`config.mk`:
```
export PLATFORM = sky130hd
export DESIGN_NAME = pipeline_ctrl
export DESIGN_NICKNAME = d
export VERILOG_FILES = /design/src/rtl/cpu_types_pkg.sv /design/src/rtl/hazard_detect.sv /design/src/rtl/pipeline_ctrl.sv
export SDC_FILE = /design/constraint.sdc
export NUM_CORES = 1
export LEC_CHECK = 0
export CAP_MARGIN = 20
export CORE_UTILIZATION = 32
export CTS_BUF_LIST = sky130_fd_sc_hd__clkbuf_8
export CTS_CLUSTER_DIAMETER = 60
export DETAILED_ROUTE_END_ITERATION = 10
export PLACE_DENSITY = 0.81
export SYNTH_ARGS = -nofsm -noshare
export SYNTH_HDL_FRONTEND = slang
export SYNTH_SLANG_ARGS = --single-unit
export TNS_END_PERCENT = 5
```
`constraint.sdc`:
```
create_clock -name CLK -period 2.4 [get_ports CLK]
set_input_delay 0.72 -clock CLK [delete_from_list [all_inputs] [get_ports CLK]]
set_output_delay 0.72 -clock CLK [all_outputs]
set_load 0.1 [all_outputs]
```
`src/rtl/cpu_types_pkg.sv`:
```
// Shared pipeline-control types: controller state enum and the stage-enable bundle.
package cpu_types_pkg;

  typedef enum logic [1:0] {
    RUN   = 2'd0,
    DWAIT = 2'd1,
    HALT  = 2'd2
  } ctrl_state_t;

  typedef struct packed {
    logic pc;
    logic ifid;
    logic idex;
    logic exmem;
    logic memwb;
  } stage_en_t;

  function automatic stage_en_t stage_en_fill(input logic v);
    return '{pc: v, ifid: v, idex: v, exmem: v, memwb: v};
  endfunction

endpackage

```
`src/rtl/hazard_detect.sv`:
```
// Combinational load-use detector: a load in ID/EX whose destination feeds the instruction in IF/ID.
module hazard_detect (
  input  logic       idex_dren,
  input  logic [4:0] idex_rt,
  input  logic [4:0] ifid_rs,
  input  logic [4:0] ifid_rt,
  output logic       load_use
);

  // Register 0 is hardwired, so a load targeting it never creates a dependency.
  assign load_use = idex_dren && (idex_rt != 5'd0) &&
                    ((idex_rt == ifid_rs) || (idex_rt == ifid_rt));

endmodule

```
`src/rtl/pipeline_ctrl.sv`:
```
// Pipeline stall/flush controller: RUN/DWAIT/HALT FSM plus a redirect-pending flag.
// Optional PIPECTRL_PERF_EN adds saturating stall_cycles / flush_count outputs.
module pipeline_ctrl
  import cpu_types_pkg::*;
(
  input  logic       CLK,
  input  logic       nRST,
  input  logic       ihit,
  input  logic       dhit,
  input  logic       exmem_dren,
  input  logic       exmem_dwen,
  input  logic       idex_dren,
  input  logic [4:0] idex_rt,
  input  logic [4:0] ifid_rs,
  input  logic [4:0] ifid_rt,
  input  logic       exmem_branch_taken,
  input  logic       ifid_jump,
  input  logic       memwb_halt,
  output logic       pc_en,
  output logic       en_ifid,
  output logic       en_idex,
  output logic       en_exmem,
  output logic       en_memwb,
  output logic       flush_ifid,
  output logic       flush_idex,
  output logic       flush_exmem,
  output logic       halted
`ifdef PIPECTRL_PERF_EN
  ,
  output logic [31:0] stall_cycles,
  output logic [31:0] flush_count
`endif
);

  ctrl_state_t state_reg, state_next;
  logic        flag_reg, flag_next;
  stage_en_t   en;
  logic        fl_ifid, fl_idex, fl_exmem;
  logic        load_use;
  logic        dwait_req;

  hazard_detect u_hazard_detect (
    .idex_dren (idex_dren),
    .idex_rt   (idex_rt),
    .ifid_rs   (ifid_rs),
    .ifid_rt   (ifid_rt),
    .load_use  (load_use)
  );

  assign dwait_req = (exmem_dren || exmem_dwen) && !dhit;

  always_comb begin
    en         = stage_en_fill(1'b0);
    fl_ifid    = 1'b0;
    fl_idex    = 1'b0;
    fl_exmem   = 1'b0;
    state_next = state_reg;
    flag_next  = flag_reg;
    if (memwb_halt) begin
      state_next = HALT;
    end else begin
      case (state_reg)
        HALT: ;
        DWAIT: begin
          if (dhit) begin
            en         = stage_en_fill(1'b1);
            state_next = RUN;
          end
        end
        default: begin
          if (dwait_req) begin
            state_next = DWAIT;
          end else if (exmem_branch_taken) begin
            en        = stage_en_fill(1'b1);
            fl_ifid   = 1'b1;
            fl_idex   = 1'b1;
            fl_exmem  = 1'b1;
            flag_next = !ihit;
          end else if (load_use) begin
            en      = stage_en_fill(1'b1);
            en.pc   = 1'b0;
            en.ifid = 1'b0;
            fl_idex = 1'b1;
          end else if (ifid_jump) begin
            en        = stage_en_fill(1'b1);
            fl_ifid   = 1'b1;
            flag_next = !ihit;
          end else if (!ihit) begin
            en      = stage_en_fill(1'b1);
            en.pc   = 1'b0;
            fl_ifid = 1'b1;
          end else begin
            // A fetch that was in flight across a redirect returns now and must be squashed.
            en        = stage_en_fill(1'b1);
            fl_ifid   = flag_reg;
            flag_next = 1'b0;
          end
        end
      endcase
    end
  end

  always_ff @(posedge CLK or negedge nRST) begin
    if (!nRST) begin
      state_reg <= RUN;
      flag_reg  <= 1'b0;
    end else begin
      state_reg <= state_next;
      flag_reg  <= flag_next;
    end
  end

  assign pc_en       = nRST && en.pc;
  assign en_ifid     = nRST && en.ifid;
  assign en_idex     = nRST && en.idex;
  assign en_exmem    = nRST && en.exmem;
  assign en_memwb    = nRST && en.memwb;
  assign flush_ifid  = nRST && fl_ifid;
  assign flush_idex  = nRST && fl_idex;
  assign flush_exmem = nRST && fl_exmem;
  assign halted      = nRST && (state_reg == HALT);

`ifdef PIPECTRL_PERF_EN
  logic [31:0] stall_cycles_reg, flush_count_reg;

  always_ff @(posedge CLK or negedge nRST) begin
    if (!nRST) begin
      stall_cycles_reg <= 32'd0;
      flush_count_reg  <= 32'd0;
    end else begin
      if (!pc_en && (state_reg != HALT) && (stall_cycles_reg != 32'hFFFF_FFFF))
        stall_cycles_reg <= stall_cycles_reg + 32'd1;
      if ((flush_ifid || flush_idex || flush_exmem) && (flush_count_reg != 32'hFFFF_FFFF))
        flush_count_reg <= flush_count_reg + 32'd1;
    end
  end

  assign stall_cycles = stall_cycles_reg;
  assign flush_count  = flush_count_reg;
`endif

endmodule

```
-- Word-level counts from Yosys, hierarchy flattened
Cells that the tools add are included.
Widths: inputs -> output; s select.
- add/subtract/negate cells: 0
- multipliers: 0
- divide/modulo/power cells: 0
- order comparisons: 0
- eq/ne operators: 7
- shift-type cells: 0
- multiplexer cells: 32
- bitwise logic cells: 3
- reductions and logical operators: 22
- operator list (operator ; count):
    $mux 5 ; 7
    $mux 1 ; 20
    $logic_and 1x1->1 ; 12
    $eq 5x5->1 ; 2
    $pmux 5 s2 ; 1
    $mux 2 ; 3
    $reduce_bool 3->1 ; 2
    $reduce_and 5->1 ; 1
    $reduce_bool 5->1 ; 1
    $ne 2x2->1 const B ; 2
    $pmux 2 s2 ; 1
    $ne 3x3->1 const B ; 1
    $not 1->1 ; 3
    $reduce_and 3->1 ; 1
    $eq 2x1->1 const B ; 1
    $eq 2x2->1 const B ; 1
    $logic_not 1->1 ; 2
    $logic_or 1x1->1 ; 2
    $reduce_or 2->1 ; 1
- bits in registers: 3
- bits in latches: 0
- RAM bits: 0
- ROM bits: 0
- memories kept: 0

-- Logic depth before layout (Yosys ltp)
Gate-level depths: netlist of the first run.
- depth in word-level cells: 9
- gate-level depth with buffers: 6

-- Hierarchy
From an unflattened synthesis of the first run, not the netlist that was laid out.
- cell total of the unflattened synthesis: 56
- area, all modules: 445.4 µm²
- by module, submodules not included (module ; instances ; cells each ; area each (µm²) ; seq. area each (µm²)):
    pipeline_ctrl ; 1 ; 39 ; 320.3 ; 75.1
    hazard_detect ; 1 ; 17 ; 125.1 ; 0.0

-- Least setup slack after synthesis of the first run
OpenSTA, ideal clock, no wires.
- path type: input -> output
- start point: in exmem_dwen
- end point: out pc_en
- arrival: 4521 ps
- data required time: 1680 ps
- slack: -2841 ps
- stages on the path: 3
- buffers on the path: 0
- cells stage by stage: or2_2 -> a311oi_1 -> o21a_1
- word-level cells in the longest chain between the ends: 6
- RTL lines (element ; RTL line ; RTL):
    start, declared ; pipeline_ctrl.sv:11 ; input logic exmem_dwen,
    $logic_or 1x1->1 ; pipeline_ctrl.sv:50 ; assign dwait_req = (exmem_dren || exmem_dwen) && !dhit;
    $logic_and 1x1->1 ; pipeline_ctrl.sv:50 ;
    $mux 5 ; pipeline_ctrl.sv:71 ; if (dwait_req) begin
    $pmux 5 s2 ; pipeline_ctrl.sv:62 ; case (state_reg)
    $mux 5 ; pipeline_ctrl.sv:59 ; if (memwb_halt) begin
    $logic_and 1x1->1 ; pipeline_ctrl.sv:113 ; assign pc_en = nRST && en.pc;
    end, declared ; pipeline_ctrl.sv:19 ; output logic pc_en,
No other way between the ends.

-- Worst setup path after layout of the first run
- start point: in idex_rt[1]
- end point: out pc_en
- word-level cells in the longest chain between the ends: 9
- RTL lines (element ; RTL line ; RTL):
    start, declared ; pipeline_ctrl.sv:13 ; input logic [4:0] idex_rt,
    $eq 5x5->1 or $reduce_bool 5->1 (tied branches) ; hazard_detect.sv:12, hazard_detect.sv:11 ;
    $logic_or 1x1->1 or $logic_and 1x1->1 (tied branches) ; hazard_detect.sv:12, hazard_detect.sv:11 ;
    $logic_and 1x1->1 (*) ; hazard_detect.sv:11 ; assign load_use = idex_dren && (idex_rt != 5'd0) &&
    $mux 5 (*) ; pipeline_ctrl.sv:79 ; end else if (load_use) begin
    $mux 5 (*) ; pipeline_ctrl.sv:73 ; end else if (exmem_branch_taken) begin
    $mux 5 (*) ; pipeline_ctrl.sv:71 ;
    $pmux 5 s2 (*) ; pipeline_ctrl.sv:62 ;
    $mux 5 (*) ; pipeline_ctrl.sv:59 ;
    $logic_and 1x1->1 (*) ; pipeline_ctrl.sv:113 ;
Every way passes the cells marked *; elsewhere a longest branch is shown, timed or not.

==> impl_metrics.ini, run 1 <==
[timing]
slew_violations = 0
post-route-period-util_pct = 120.8
finalSetupViolCount = 8
worstMarginPinSlew_ns = 0.3559
rsz0062_at_grt = true
final.setup.worst_slack_ns = -0.5004
min_period_ns = 2.900
skew_ns = 0.008833
max_freq_ghz = 0.3448
whs_ns = 0.5928
finalHoldViolCount = 0
slew_headroom_pct = 75.94

[logic_synthesis]
ys_seq_area_share_pct = 15.08
ys_ff_latch = 3
synth_area_sq_um = 498.0
synth_fp_nets = 89
synthDistinctLibCells = 28
syn_inst = 62
yosys_warnings = 0
syn_avg_cell_area_sq_um = 8.032

[critical_path]
critical_path.startpoint = idex_rt[1]
worstPathCellList = buf_6 > buf_6 > xor2_1 > nor2_1 > a22oi_2 > nor3_4 > nor2_2 > o21a_4 > buf_12
cp_slowest_stage_delay_ns = 0.32
crit_path_end = pc_en
worstReg2RegStart = state_reg[1]
cpMostUsedCell = buf_6
r2r_cells = 6
cp-start-kind = primary input
crit_type = primary input to output pin
worst-path-stages = 9
worst-path-max-fanout = 4
reg2reg_slack_ns = 0.85
required_ns = 1.68
r2r_end = flag_reg
critPathTopFamily = simple AND/OR/NAND/NOR gates
worst_ep_arrival_time_ns = 2.18
slowest_stage = nor3_4
worstSetupEndpointType = output pin
critPathBufInv = 3

[floorplan]
core_sq_um = 1366
row_count = 13
die_h_um = 41.45
initial_utilization_pct = 36.45
ios = 34
die-area_sq_um = 1718
dieWidth_um = 41.45

[detailed_routing]
vias = 687
drtPass1Iterations = 5
drc = 0
routed_wirelength_mm = 2.367
ant_nets = 0
initialDrtViolationCount = 11
wl_per_cell_um = 18.21
via_per_inst = 5.285

[cells_and_area]
num-fill-cells = 61
syn_to_final_growth_pct = 142.7
largest_reg_flops = 2
fin_area_sq_um = 1209
final_layout_size_suffix_gt1_share_pct = 59.13
regArea_sq_um = 75.07
nets = 143
diodes = 0
multi_input_area_sq_um = 501.7
fin_util_pct = 88.46

[clocking]
cts_tree = done
cts_made_buffers = 3
clkTransAtPathRegs_ns = 0.03
worstSkewPairLatency_ns = 0.22
holdBufCountCts = 0
clkSinkCount = 3
cts_buffer_depth = 2
h-tree-depth = 1
cts_root_buf = clkbuf_8

[placed_design]
hpwl_mm = 1.546
dpl-instance-area_sq_um = 1111
port-buffer-count = 33
place_congestion = 0.7931

[outcome]
status = complete, but fails checks
violations = negative setup slack

[hold_path]
hold_class = flip-flop to flip-flop
min_from = state_reg[1]

[grt]
grt_pass1_vias = 730
antenna_found_initial = 0
grt_pass1_wl_mm = 3.484
grt_max_degree = 7
grt_use_total_pct = 26.22
grt_remaining_overflow = 0

[pwr]
power_density_nw_per_um2 = 590.6
power.static_leakage_nw = 0.5270
power.total_uw = 713.8
worst_ir_drop_vdd_v = 0.0006724

[run]
drv_cap = 0
[worst min-delay path by stage]
stage / to / slack (ns) / depth (start not counted)
floorplan: flag_reg / 0.42 / 0
global placement: state_reg[1] / 0.53 / 2
detailed placement: state_reg[1] / 0.57 / 2
CTS: state_reg[1] / 0.59 / 2
global route: state_reg[1] / 0.62 / 2
finish: state_reg[1] / 0.59 / 2
[synthesized netlist by cell type]
| master | count | area (sq um) |
|---|---|---|
| o21a_1 | 1 | 7.510 |
| a22oi_2 | 1 | 12.51 |
| nor3_2 | 1 | 10.01 |
| and3_1 | 1 | 6.260 |
| o21ai_4 | 1 | 16.27 |
| nand2b_4 | 1 | 13.76 |
| nand2b_1 | 1 | 6.260 |
| a21oi_1 | 3 | 15.01 |
| buf_4 | 2 | 15.01 |
| or4_4 | 1 | 11.26 |
| xor2_1 | 10 | 87.58 |
| a311oi_1 | 1 | 8.760 |
| ha_1 | 2 | 25.02 |
| o21ai_0 | 4 | 20.02 |
| dfrtp_1 | 3 | 75.07 |
| and2_2 | 1 | 7.510 |
| or2_2 | 2 | 12.51 |
| nor2_1 | 10 | 37.54 |
| nor3_1 | 3 | 15.01 |
| and2_1 | 2 | 12.51 |
| o21bai_1 | 1 | 7.510 |
| inv_1 | 3 | 11.26 |
| nor4b_1 | 1 | 8.760 |
| nor3_4 | 1 | 16.27 |
| o22ai_1 | 1 | 6.260 |
| nand2_1 | 2 | 7.510 |
| a21oi_2 | 1 | 8.760 |
| a21oi_4 | 1 | 16.27 |
[kinds of logic (layout without fill, tap and decap cells)]
family | Yosys count | in the layout | share of synthesized area, %
flip-flops | 3 | 3 | 15.07
buffers and inverters | 5 | 58 | 5.275
adder cells (fa/ha/maj) | 2 | 2 | 5.024
XOR/XNOR | 10 | 10 | 17.59
AND/OR/NAND/NOR | 27 | 27 | 33.17
AO/OA/AOI/OAI | 15 | 15 | 23.87
[layout by cell type, fill, tap and decap left out, drive strengths merged, types with 3 or more instances in the layout]
master         netlist  routed
a21oi                5       5
and2                 3       3
buf                  2      36
clkbuf               0       5
clkdlybuf4s15        0       8
clkdlybuf4s50        0       3
dfrtp                3       3
inv                  3       4
nor2                10      10
nor3                 5       5
o21ai                5       5
xor2                10      10
[area by class of cell]
type / count / area share (%)
Sequential cell: 3 / 6.211
Tap cell: 15 / 1.553
Inverter: 3 / 0.9317
Timing Repair Buffer: 51 / 46.07
Clock inverter: 1 / 0.3106
Clock buffer: 3 / 3.416
Multi-Input combinational cell: 54 / 41.51
[per-stage QoR]
step / setup TNS, ns / setup slack, ns / std cells
after floorplan: -4.736 / -0.7322 / 62
after global placement: -4.991 / -0.7924 / 125
after detailed placement: -5.439 / -0.8594 / 125
after CTS: -2.198 / -0.4421 / 130
after global routing: -2.622 / -0.5223 / 130
final: -2.390 / -0.5004 / 130
[worst min-delay path, cell delays in order, from the launching register on]
cell      delay [ns]
dfrtp_1         0.37
o21ai_0         0.11
nand2b_1        0.07
[report_power, final]
part / switching, mW / internal [mW]
registers: 0.0150 / 0.0664
clock network: 0.0375 / 0.109
logic: 0.279 / 0.206
[timing repair]
item                                    in CTS  in global routing
resized for setup                           72                 13
endpoints found under the setup margin       9                  8
setup buffers                                1                  0
pin swaps                                   21                 13
cloned                                       0                  0
[per-layer routing]
layer | global-route usage (%) | routed length (um)
met5 | 0 | 0
met4 | 7.097 | 76
met3 | 4.348 | 95
met2 | 47.81 | 1296
met1 | 31.20 | 898
Power figures use the tool's default switching activity.
==> run 2, diff against run 1 <==
--- a/config.mk
+++ b/config.mk
@@ -6,6 +6,7 @@
 export NUM_CORES = 1
 export LEC_CHECK = 0
 export CAP_MARGIN = 20
+export CORE_MARGIN = 3
 export CORE_UTILIZATION = 32
 export CTS_BUF_LIST = sky130_fd_sc_hd__clkbuf_8
 export CTS_CLUSTER_DIAMETER = 60
==> impl_metrics.ini, run 2 (synthesis gave the netlist of run 1 again) <==
[grt]
grt_pass1_vias = 681
grtUsageMet1_pct = 28.16
use_met2_pct = 42.34
grt_pass1_wl_mm = 3.387
grt_max_degree = 7
grt_use_total_pct = 23.74
antenna_found_initial = 0
grtUsageMet3_pct = 3.953
grt_remaining_overflow = 0
top_usage_layer = met2

[detailed_routing]
ant_nets = 0
initialDrtViolationCount = 15
vias = 637
drc = 0
via_per_inst = 4.977
wl_per_cell_um = 17.16
drtPass1Iterations = 3
routed_wirelength_mm = 2.196

[pwr]
clkPwrFrac_pct = 19.8
switchingPower_uw = 329.5
switching_share_pct = 46.06
power_density_nw_per_um2 = 591.8
power.static_leakage_nw = 0.5249
power_frac_comb_pct = 68.4
worst_ir_drop_vdd_v = 0.0004607
pwr-share-seq_pct = 11.8
p_int_uw = 385.8

[outcome]
status = complete, but fails checks
violations = negative setup slack

[cells_and_area]
num-fill-cells = 71
final_layout_size_suffix_gt1_share_pct = 55.75
diodes = 0
syn_to_final_growth_pct = 142.7
final_cell_mix = buf_4 (11), buf_12 (10), nor2_1 (9), dlygate4sd2_1 (9), buf_6 (8)
finalNonFillerCells = 128
largest_reg_flops = 2
final_common_cell = buf_4
nets = 141

[clocking]
worstSkewPairLatency_ns = 0.22
clkSinkCount = 3
holdBufCountCts = 0
cts_buffer_depth = 2
clkTransAtPathRegs_ns = 0.03
cts_tree = done
cts_made_buffers = 3
cts_root_buf = clkbuf_8
h-tree-depth = 1

[timing]
worstMarginPinSlew_ns = 0.3245
max_freq_ghz = 0.3514
finalHoldViolCount = 0
slew_violations = 0
min_period_ns = 2.846
rsz0062_at_grt = true
slew_headroom_pct = 78.06
final.setup.worst_slack_ns = -0.4457
post-route-period-util_pct = 118.6
finalSetupViolCount = 8
skew_ns = 0.004209

[floorplan]
core_sq_um = 1383
row_count = 13
die_h_um = 45.45
ios = 34
die-area_sq_um = 2066
dieWidth_um = 45.45
initial_utilization_pct = 36.02

[hold_path]
hold_class = primary input to async pin

[critical_path]
worst-path-max-fanout = 4
worstPathCellList = buf_6 > xor2_2 > nor3_2 > a22oi_2 > nor3_4 > a21oi_2 > o21a_4 > buf_12
cp_slowest_stage_delay_ns = 0.26
crit_type = primary input to output pin
cp-start-kind = primary input
slowest_stage = nor3_2
r2r_cells = 7
worst_ep_arrival_time_ns = 2.13
required_ns = 1.68
worstSetupEndpointType = output pin

[placed_design]
place_ws_ns = -0.9624
hpwl_mm = 1.600
port-buffer-count = 33
place_congestion = 0.7291
dp.cells = 122

[run]
drv_cap = 0
run 2: cell count changes in the layout (fill, tap and decap cells not counted), sizes merged:
cell	before	now
buf	36	35
clkbuf	5	3
dlygate4sd2	2	9
clkdlybuf4s15	8	2
run 2: worst max-delay path, delay by kind of cell:
kind | cells | cell delay (ns)
xor gates and xnor gates | 1 | 0.17
and+or+nand+nor | 2 | 0.50
buffers and inverters | 2 | 0.26
AOI/OAI and AO/OA | 3 | 0.48
run 2: metal layers:
metal	up-vias	wire, um
met3	4	65
met5	-	0
met1	301	843
met2	21	1236
li1	311	-
met4	0	51
run 2: timing repair:
action,CTS,global route
setup buffers,2,0
resized for setup,73,0
pin swaps,24,3
endpoints found under the setup margin,9,8
run 2: power groups by stage:
stage / Combinational, mW / Sequential [mW] / Clock (mW)
final: 0.489 / 0.0845 / 0.142
after CTS: 0.480 / 0.0815 / 0.143
after floorplan: 0.271 / 0.0764 / 0
after global routing: 0.511 / 0.0863 / 0.152
after detailed placement: 0.450 / 0.0804 / 0
after global placement: 0.438 / 0.0787 / 0
run 2: area by class of cell:
type                       count  area (sq um)  share of cell area, %
tap                           15         18.77                  1.553
clock buffer                   3         41.29                  3.416
timing repair buffer          49         541.8                  44.82
clock inverter                 1         3.754                 0.3106
inverter                       3         11.26                 0.9317
multi-input combinational     54         516.7                  42.75
sequential                     3         75.07                  6.211
run 2: metrics by stage:
| step | utilization (%) | total power, mW | setup TNS [ns] | cell area [sq um] | hold WS, ns |
|---|---|---|---|---|---|
| floorplan | - | 0.3477 | -4.736 | 559.3 | 0.4244 |
| global placement | 78.73 | 0.5169 | -5.060 | 1089 | 0.5331 |
| detailed placement | 78.73 | 0.5300 | -5.632 | 1089 | 0.5665 |
| CTS | 87.42 | 0.7043 | -2.361 | 1209 | 0.6042 |
| global route | 87.42 | 0.7491 | -2.723 | 1209 | 0.6326 |
| finish | 87.42 | 0.7153 | -2.330 | 1209 | 0.6093 |
run 2: path summary, 6_finish.rpt:
path	start	endpoint	slack, ns
worst max-delay path	ifid_rs[4]	pc_en	-0.45
worst min register to register	state_reg[0]	state_reg[0]	0.61
max in group asynchronous	nRST	state_reg[1]	1.66
min in group CLK	state_reg[0]	state_reg[0]	0.61
worst min-delay path	nRST	flag_reg	0.61
worst max register to register	state_reg[0]	flag_reg	0.92
